## src/rtl/tf_sched.sv

```systemverilog
// tf_sched: per-stage twiddle-factor scheduler for the NTT datapath.
// Fetches (base, step, len) for each stage, drives a shared pipelined
// modular multiplier to form w_k = base*step^k mod q, and streams the
// twiddles out over a valid/ready handshake.
module tf_sched #(
    parameter int DW      = 32,
    parameter int MUL_LAT = 3,
    parameter int CNT_W   = 12,
    parameter int SW      = 4
) (
    input  logic             clk,
    input  logic             rst,
    input  logic             start,
    input  logic [DW-1:0]    modulus,
    input  logic [SW-1:0]    num_stages,
    output logic             busy,
    output logic             done,
    output logic             prm_req,
    output logic [SW-1:0]    prm_stage,
    input  logic             prm_ack,
    input  logic [DW-1:0]    prm_base,
    input  logic [DW-1:0]    prm_step,
    input  logic [CNT_W-1:0] prm_len,
    output logic             mul_vld,
    output logic [DW-1:0]    mul_a,
    output logic [DW-1:0]    mul_b,
    output logic [DW-1:0]    mul_mod,
    input  logic [DW-1:0]    mul_res,
    output logic             tf_vld,
    input  logic             tf_rdy,
    output logic [DW-1:0]    tf_data,
    output logic [CNT_W-1:0] tf_idx,
    output logic [SW-1:0]    tf_stage
);
    typedef enum logic [2:0] {S_IDLE, S_FETCH, S_EMIT, S_WAIT, S_DONE} state_t;

    state_t             r_state, w_state_next;
    logic [DW-1:0]      r_mod, r_step, r_cur, r_nxt;
    logic [SW-1:0]      r_nstages, r_stage;
    logic [CNT_W-1:0]   r_len, r_idx;
    logic               r_nxt_vld;   // product for idx+1 already captured
    logic               r_issued;    // multiply for the current idx already issued
    logic [MUL_LAT-1:0] r_vsr;       // in-flight multiply tracker

    logic w_res_vld, w_last_idx, w_last_stage, w_issue, w_have_nxt;

    // mul_res is only trusted in the cycle its issue strobe has aged MUL_LAT cycles
    assign w_res_vld    = r_vsr[MUL_LAT-1];
    // len is never 0 in EMIT/WAIT (checked at fetch), so len-1 cannot wrap here
    assign w_last_idx   = (r_idx == r_len - CNT_W'(1));
    assign w_last_stage = (r_stage == r_nstages - SW'(1));
    assign w_issue      = (r_state == S_EMIT) && !r_issued && (r_idx < r_len - CNT_W'(1));
    // a result landing in the handshake cycle is used directly instead of waiting
    assign w_have_nxt   = r_nxt_vld || w_res_vld;
    assign mul_mod      = r_mod;

    // State register
    always_ff @(posedge clk or posedge rst) begin
        if (rst) begin
            r_state <= S_IDLE;
        end else begin
            r_state <= w_state_next;
        end
    end

    // Next-state decode and state-driven outputs
    always_comb begin
        w_state_next = r_state;
        busy         = (r_state != S_IDLE);
        done         = 1'b0;
        prm_req      = 1'b0;
        prm_stage    = '0;
        mul_vld      = 1'b0;
        mul_a        = '0;
        mul_b        = '0;
        tf_vld       = 1'b0;
        tf_data      = '0;
        tf_idx       = '0;
        tf_stage     = '0;
        case (r_state)
            S_IDLE: begin
                if (start) begin
                    w_state_next = (num_stages == '0) ? S_DONE : S_FETCH;
                end
            end
            S_FETCH: begin
                prm_req   = 1'b1;
                prm_stage = r_stage;
                if (prm_ack) begin
                    if (prm_len == '0) begin
                        w_state_next = w_last_stage ? S_DONE : S_FETCH;
                    end else begin
                        w_state_next = S_EMIT;
                    end
                end
            end
            S_EMIT: begin
                tf_vld   = 1'b1;
                tf_data  = r_cur;
                tf_idx   = r_idx;
                tf_stage = r_stage;
                if (w_issue) begin
                    mul_vld = 1'b1;
                    mul_a   = r_cur;
                    mul_b   = r_step;
                end
                if (tf_rdy) begin
                    if (w_last_idx) begin
                        w_state_next = w_last_stage ? S_DONE : S_FETCH;
                    end else if (!w_have_nxt) begin
                        w_state_next = S_WAIT;
                    end
                end
            end
            S_WAIT: begin
                if (w_res_vld) begin
                    w_state_next = S_EMIT;
                end
            end
            S_DONE: begin
                done         = 1'b1;
                w_state_next = S_IDLE;
            end
            default: w_state_next = S_IDLE;
        endcase
    end

    // Issue-age shift register; cleared on reset so in-flight products are dropped
    always_ff @(posedge clk or posedge rst) begin
        if (rst) begin
            r_vsr <= '0;
        end else begin
            r_vsr <= (r_vsr << 1) | MUL_LAT'(mul_vld);
        end
    end

    // Datapath: transform config, stage parameters, current/next twiddle
    always_ff @(posedge clk or posedge rst) begin
        if (rst) begin
            r_mod     <= '0;
            r_nstages <= '0;
            r_stage   <= '0;
            r_step    <= '0;
            r_len     <= '0;
            r_cur     <= '0;
            r_nxt     <= '0;
            r_idx     <= '0;
            r_nxt_vld <= 1'b0;
            r_issued  <= 1'b0;
        end else begin
            case (r_state)
                S_IDLE: begin
                    if (start) begin
                        r_mod     <= modulus;
                        r_nstages <= num_stages;
                        r_stage   <= '0;
                    end
                end
                S_FETCH: begin
                    if (prm_ack) begin
                        r_step    <= prm_step;
                        r_len     <= prm_len;
                        r_cur     <= prm_base;
                        r_idx     <= '0;
                        r_issued  <= 1'b0;
                        r_nxt_vld <= 1'b0;
                        if (prm_len == '0 && !w_last_stage) begin
                            r_stage <= r_stage + SW'(1);
                        end
                    end
                end
                S_EMIT: begin
                    if (w_issue) begin
                        r_issued <= 1'b1;
                    end
                    if (w_res_vld) begin
                        r_nxt     <= mul_res;
                        r_nxt_vld <= 1'b1;
                    end
                    if (tf_rdy) begin
                        if (w_last_idx) begin
                            if (!w_last_stage) begin
                                r_stage <= r_stage + SW'(1);
                            end
                        end else if (w_have_nxt) begin
                            r_cur     <= r_nxt_vld ? r_nxt : mul_res;
                            r_idx     <= r_idx + CNT_W'(1);
                            r_issued  <= 1'b0;
                            r_nxt_vld <= 1'b0;
                        end
                    end
                end
                S_WAIT: begin
                    if (w_res_vld) begin
                        r_cur    <= mul_res;
                        r_idx    <= r_idx + CNT_W'(1);
                        r_issued <= 1'b0;
                    end
                end
                default: ;
            endcase
        end
    end
endmodule

```

## config.mk

```make
export PLATFORM = sky130hd
export DESIGN_NAME = tf_sched
export DESIGN_NICKNAME = d
export VERILOG_FILES = /design/src/rtl/tf_sched.sv
export SDC_FILE = /design/constraint.sdc
export NUM_CORES = 1
export LEC_CHECK = 0
export ABC_AREA = 1
export BUFFER_PORTS_ARGS = -buffer_cell sky130_fd_sc_hd__buf_2
export CAP_MARGIN = 40
export CORE_AREA = 2 2 133 135
export DETAILED_ROUTE_END_ITERATION = 8
export DIE_AREA = 0 0 135 137
export PLACE_DENSITY = 0.81
export SYNTH_ARGS = -nofsm -noshare
export SYNTH_HDL_FRONTEND = slang
export SYNTH_SLANG_ARGS = --single-unit
```

## constraint.sdc

```tcl
create_clock -name clk -period 6.5 [get_ports clk]
set_input_delay 1.3 -clock clk [delete_from_list [all_inputs] [get_ports clk]]
set_output_delay 1.3 -clock clk [all_outputs]
set_load 0.005 [all_outputs]
```

==> impl_metrics.sql <==
INSERT INTO impl_metrics (metric_group, metric, value, unit) VALUES
('status', 'outcome', 'complete, no violations', ''),
('sta', 'tightest_slew', '773', 'ps'),
('worst_setup_path', 'critical_path_s_largest_stage_delay', '530', 'ps'),
('clock_network', 'cts_hold_buffers', '0', ''),
('sta', 'final_min_period_over_clock_period', '80.5', '%'),
('floorplan', 'die-area', '18500', 'um^2'),
('sta', 'skew', '11.0', 'ps'),
('global_route', 'grt_max_degree', '87', ''),
('synth', 'synthesized_flop_and_latch_total', '168', ''),
('sta', 'max_freq', '191', 'MHz'),
('sta', 'timing.hold.ws', '350', 'ps'),
('floorplan', 'dieWidth', '135', 'um'),
('synth', 'syn_area_per_cell', '8.05', 'um^2'),
('detailed_routing', 'drc', '0', ''),
('worst_setup_path', 'cp.arrival', '3930', 'ps'),
('clock_network', 'cts_inserted_buffers', '17', ''),
('floorplan', 'rows', '48', ''),
('cells_and_area', 'layout-drive-gt1-share', '29.7', '%'),
('sta', 'final_setup_violation_count', '0', ''),
('worst_setup_path', 'worst_path_most_repeated_cell', 'sky130_fd_sc_hd__nor2_1', ''),
('detailed_routing', 'initialDrtViolationCount', '335', ''),
('global_route', 'via_count_of_the_first_global_routing_pass', '7645', ''),
('floorplan', 'pin_count', '302', ''),
('synth', 'yosys_most_used_dff', 'sky130_fd_sc_hd__dfrtp_1', ''),
('global_route', 'initial_antenna_violation_count', '1', ''),
('clock_network', 'clock_insertion_delay_worst_skew', '430', 'ps'),
('detailed_routing', 'first_pass_iters', '4', ''),
('floorplan', 'floorplan.initialDensity', '50.3', '%'),
('sta', 'slew_headroom', '48.5', '%'),
('global_route', 'grt_first_pass_wirelength', '35600', 'um'),
('clock_network', 'clock_tree.htree_level_count', '4', ''),
('synth', 'netlist.area_leader.share', '49.0', '%'),
('clock_network', 'tritoncts_clock_tree', 'yes', ''),
('sta', 'hold_violations', '0', ''),
('placed_design', 'post-dp-hpwl', '16900', 'um'),
('synth', 'ys_seq_area_share', '49.0', '%'),
('sta', 'grt_setup_unrepaired', 'no', ''),
('worst_setup_path', 'timing.critical_path.required', '5200', 'ps'),
('synth', 'synth_edf_count', '0', ''),
('global_route', 'grt_util_all_layers', '24.5', '%'),
('placed_design', 'dpl-instance-area', '10300', 'um^2'),
('sta', 'finalMaxSlewViolations', '0', ''),
('power', 'cellPowerDensity', '466', 'nW/um^2'),
('synth', 'synth-async-reset-ratio', '100', '%'),
('worst_setup_path', 'timing.critical_path.cells', 'nor3_1 > nand3_1 > nor2_1 > nand3_1 > xnor2_1 > inv_1 > ha_1 > nand2_1 > nor2_1 > and2_1 > nand2_1 > nand3_2 > buf_4 > nor2_1 > buf_2', ''),
('synth', 'synth_warnings', '0', ''),
('global_route', 'overflow', '0', ''),
('floorplan', 'floorplan.die.height', '137', 'um'),
('cells_and_area', 'post-route-cell-area', '10900', 'um^2'),
('placed_design', 'placedCellCount', '1552', ''),
('placed_design', 'gp_congestion', '0.846', ''),
('cells_and_area', 'flow.area_growth_from_synthesis', '27.0', '%'),
('clock_network', 'clock_sink_count', '168', ''),
('worst_setup_path', 'crit_path_end_kind', 'output port', ''),
('worst_setup_path', 'criticalPathCategory', 'reg -> out', ''),
('worst_setup_path', 'cp_top_family', 'simple AND/OR/NAND/NOR gates', ''),
('power', 'leakage', '5.95', 'nW'),
('placed_design', 'io_buffers', '301', ''),
('synth', 'synth_commonest_cells', 'sky130_fd_sc_hd__nor2_1 (225), sky130_fd_sc_hd__dfrtp_1 (168), sky130_fd_sc_hd__nand2_1 (155)', ''),
('sta', 'fin_tns_setup', '0', 'ps'),
('clock_network', 'cts-root-buf', 'sky130_fd_sc_hd__clkbuf_16', ''),
('worst_setup_path', 'critical_path.max_fanout', '35', ''),
('power', 'ir_worst_vdd', '269', 'uV'),
('synth', 'yosys.area.top_type', 'sky130_fd_sc_hd__dfrtp_1', ''),
('cells_and_area', 'final_cells', '1585', ''),
('synth', 'unique_masters_post_synth', '33', ''),
('synth', 'most_numerous_cell_in_the_yosys_netlist', 'sky130_fd_sc_hd__nor2_1', ''),
('floorplan', 'coreArea', '17100', 'um^2'),
('clock_network', 'postcts_resize_cnt', '0', ''),
('detailed_routing', 'dr_total_vias', '7926', ''),
('clock_network', 'cts_post_setup_buffers_inserted', '0', '');
-- state kept, by name (all words and copies together), names as in the netlist, 4 cells and up --
signal / count
r_idx: 12
r_stage: 4
r_cur: 32
mul_mod: 32
r_len: 12
r_step: 32
r_nstages: 4
r_nxt: 32
-- cells in the final DEF (no fill, tap or decap), types with 29 or more instances in the layout --
master,count
sky130_fd_sc_hd__o21ai_1,31
sky130_fd_sc_hd__a21oi_1,85
sky130_fd_sc_hd__nor2_1,225
sky130_fd_sc_hd__dfrtp_1,168
sky130_fd_sc_hd__o21ai_0,44
sky130_fd_sc_hd__nand2_1,154
sky130_fd_sc_hd__inv_1,140
sky130_fd_sc_hd__mux2_2,43
sky130_fd_sc_hd__nand3_1,29
sky130_fd_sc_hd__buf_2,301
-- path summary, 6_finish.rpt --
check,start,to,slack [ps],depth (start not counted)
worst max register to register,r_len[0],r_idx[5],3020,17
worst min register to register,r_vsr[1],r_vsr[2],350,0
min in group asynchronous,rst,r_step[20],890,2
max in group asynchronous,rst,r_len[9],4210,4
worst max-delay path,r_len[0],mul_a[12],1270,15
worst min-delay path,r_vsr[1],r_vsr[2],350,0
-- through the flow --
stage	power, mW	worst slack [ps]	utilization (%)
2_1_floorplan	3.28	653	-
3_3_place_gp	3.89	1830	59.7
5_1_grt	5.52	843	63.9
3_5_place_dp	4.06	1650	60.3
4_1_cts	5.14	1170	63.9
6_report	5.09	1270	63.9
-- worst reg2reg max path, stage by stage (launching register included) --
cell,delay [ps]
sky130_fd_sc_hd__dfrtp_1,390
sky130_fd_sc_hd__nor3_1,370
sky130_fd_sc_hd__nand3_1,170
sky130_fd_sc_hd__nor2_1,210
sky130_fd_sc_hd__nand3_1,120
sky130_fd_sc_hd__xnor2_1,170
sky130_fd_sc_hd__inv_1,60
sky130_fd_sc_hd__ha_1,290
sky130_fd_sc_hd__nand2_1,70
sky130_fd_sc_hd__nor2_1,200
sky130_fd_sc_hd__nand3_1,160
sky130_fd_sc_hd__o21ai_0,100
sky130_fd_sc_hd__nand2_1,60
sky130_fd_sc_hd__nand2_1,340
sky130_fd_sc_hd__inv_2,230
sky130_fd_sc_hd__buf_12,240
sky130_fd_sc_hd__nand3_1,100
sky130_fd_sc_hd__o21ai_1,80
-- area by class of cell --
class / count / area (um^2)
clock buffer: 17 / 425
timing repair buffer: 310 / 1650
multi-input combinational: 702 / 3600
sequential: 168 / 4200
clock inverter: 15 / 191
tap: 225 / 282
fill: 1492 / 6150
inverter: 147 / 557
antenna: 1 / 2.50
-- where the power goes --
| part | switching [mW] | internal, mW |
|---|---|---|
| Sequential | 0.222 | 1.53 |
| Clock | 0.438 | 0.615 |
| Combinational | 1.37 | 0.913 |
| Total | 2.03 | 3.05 |
-- kinds of logic after synthesis --
logic type,share of synthesized area (%)
compound gates,11.6
xor+xnor,1.63
fa+ha+maj,2.33
buf+inv,9.21
flops,49.0
mux,5.64
simple gates,20.6
-- per-layer routing --
metal / routed length, um / track usage (%) / vias to the layer above
met3: 1590 / 5.89 / 29
met4: 387 / 8.28 / 0
li1: - / - / 3950
met5: 0 / 0 / -
met2: 11400 / 44.8 / 294
met1: 9140 / 28.3 / 3653
(Power assumes the default switching activity.)
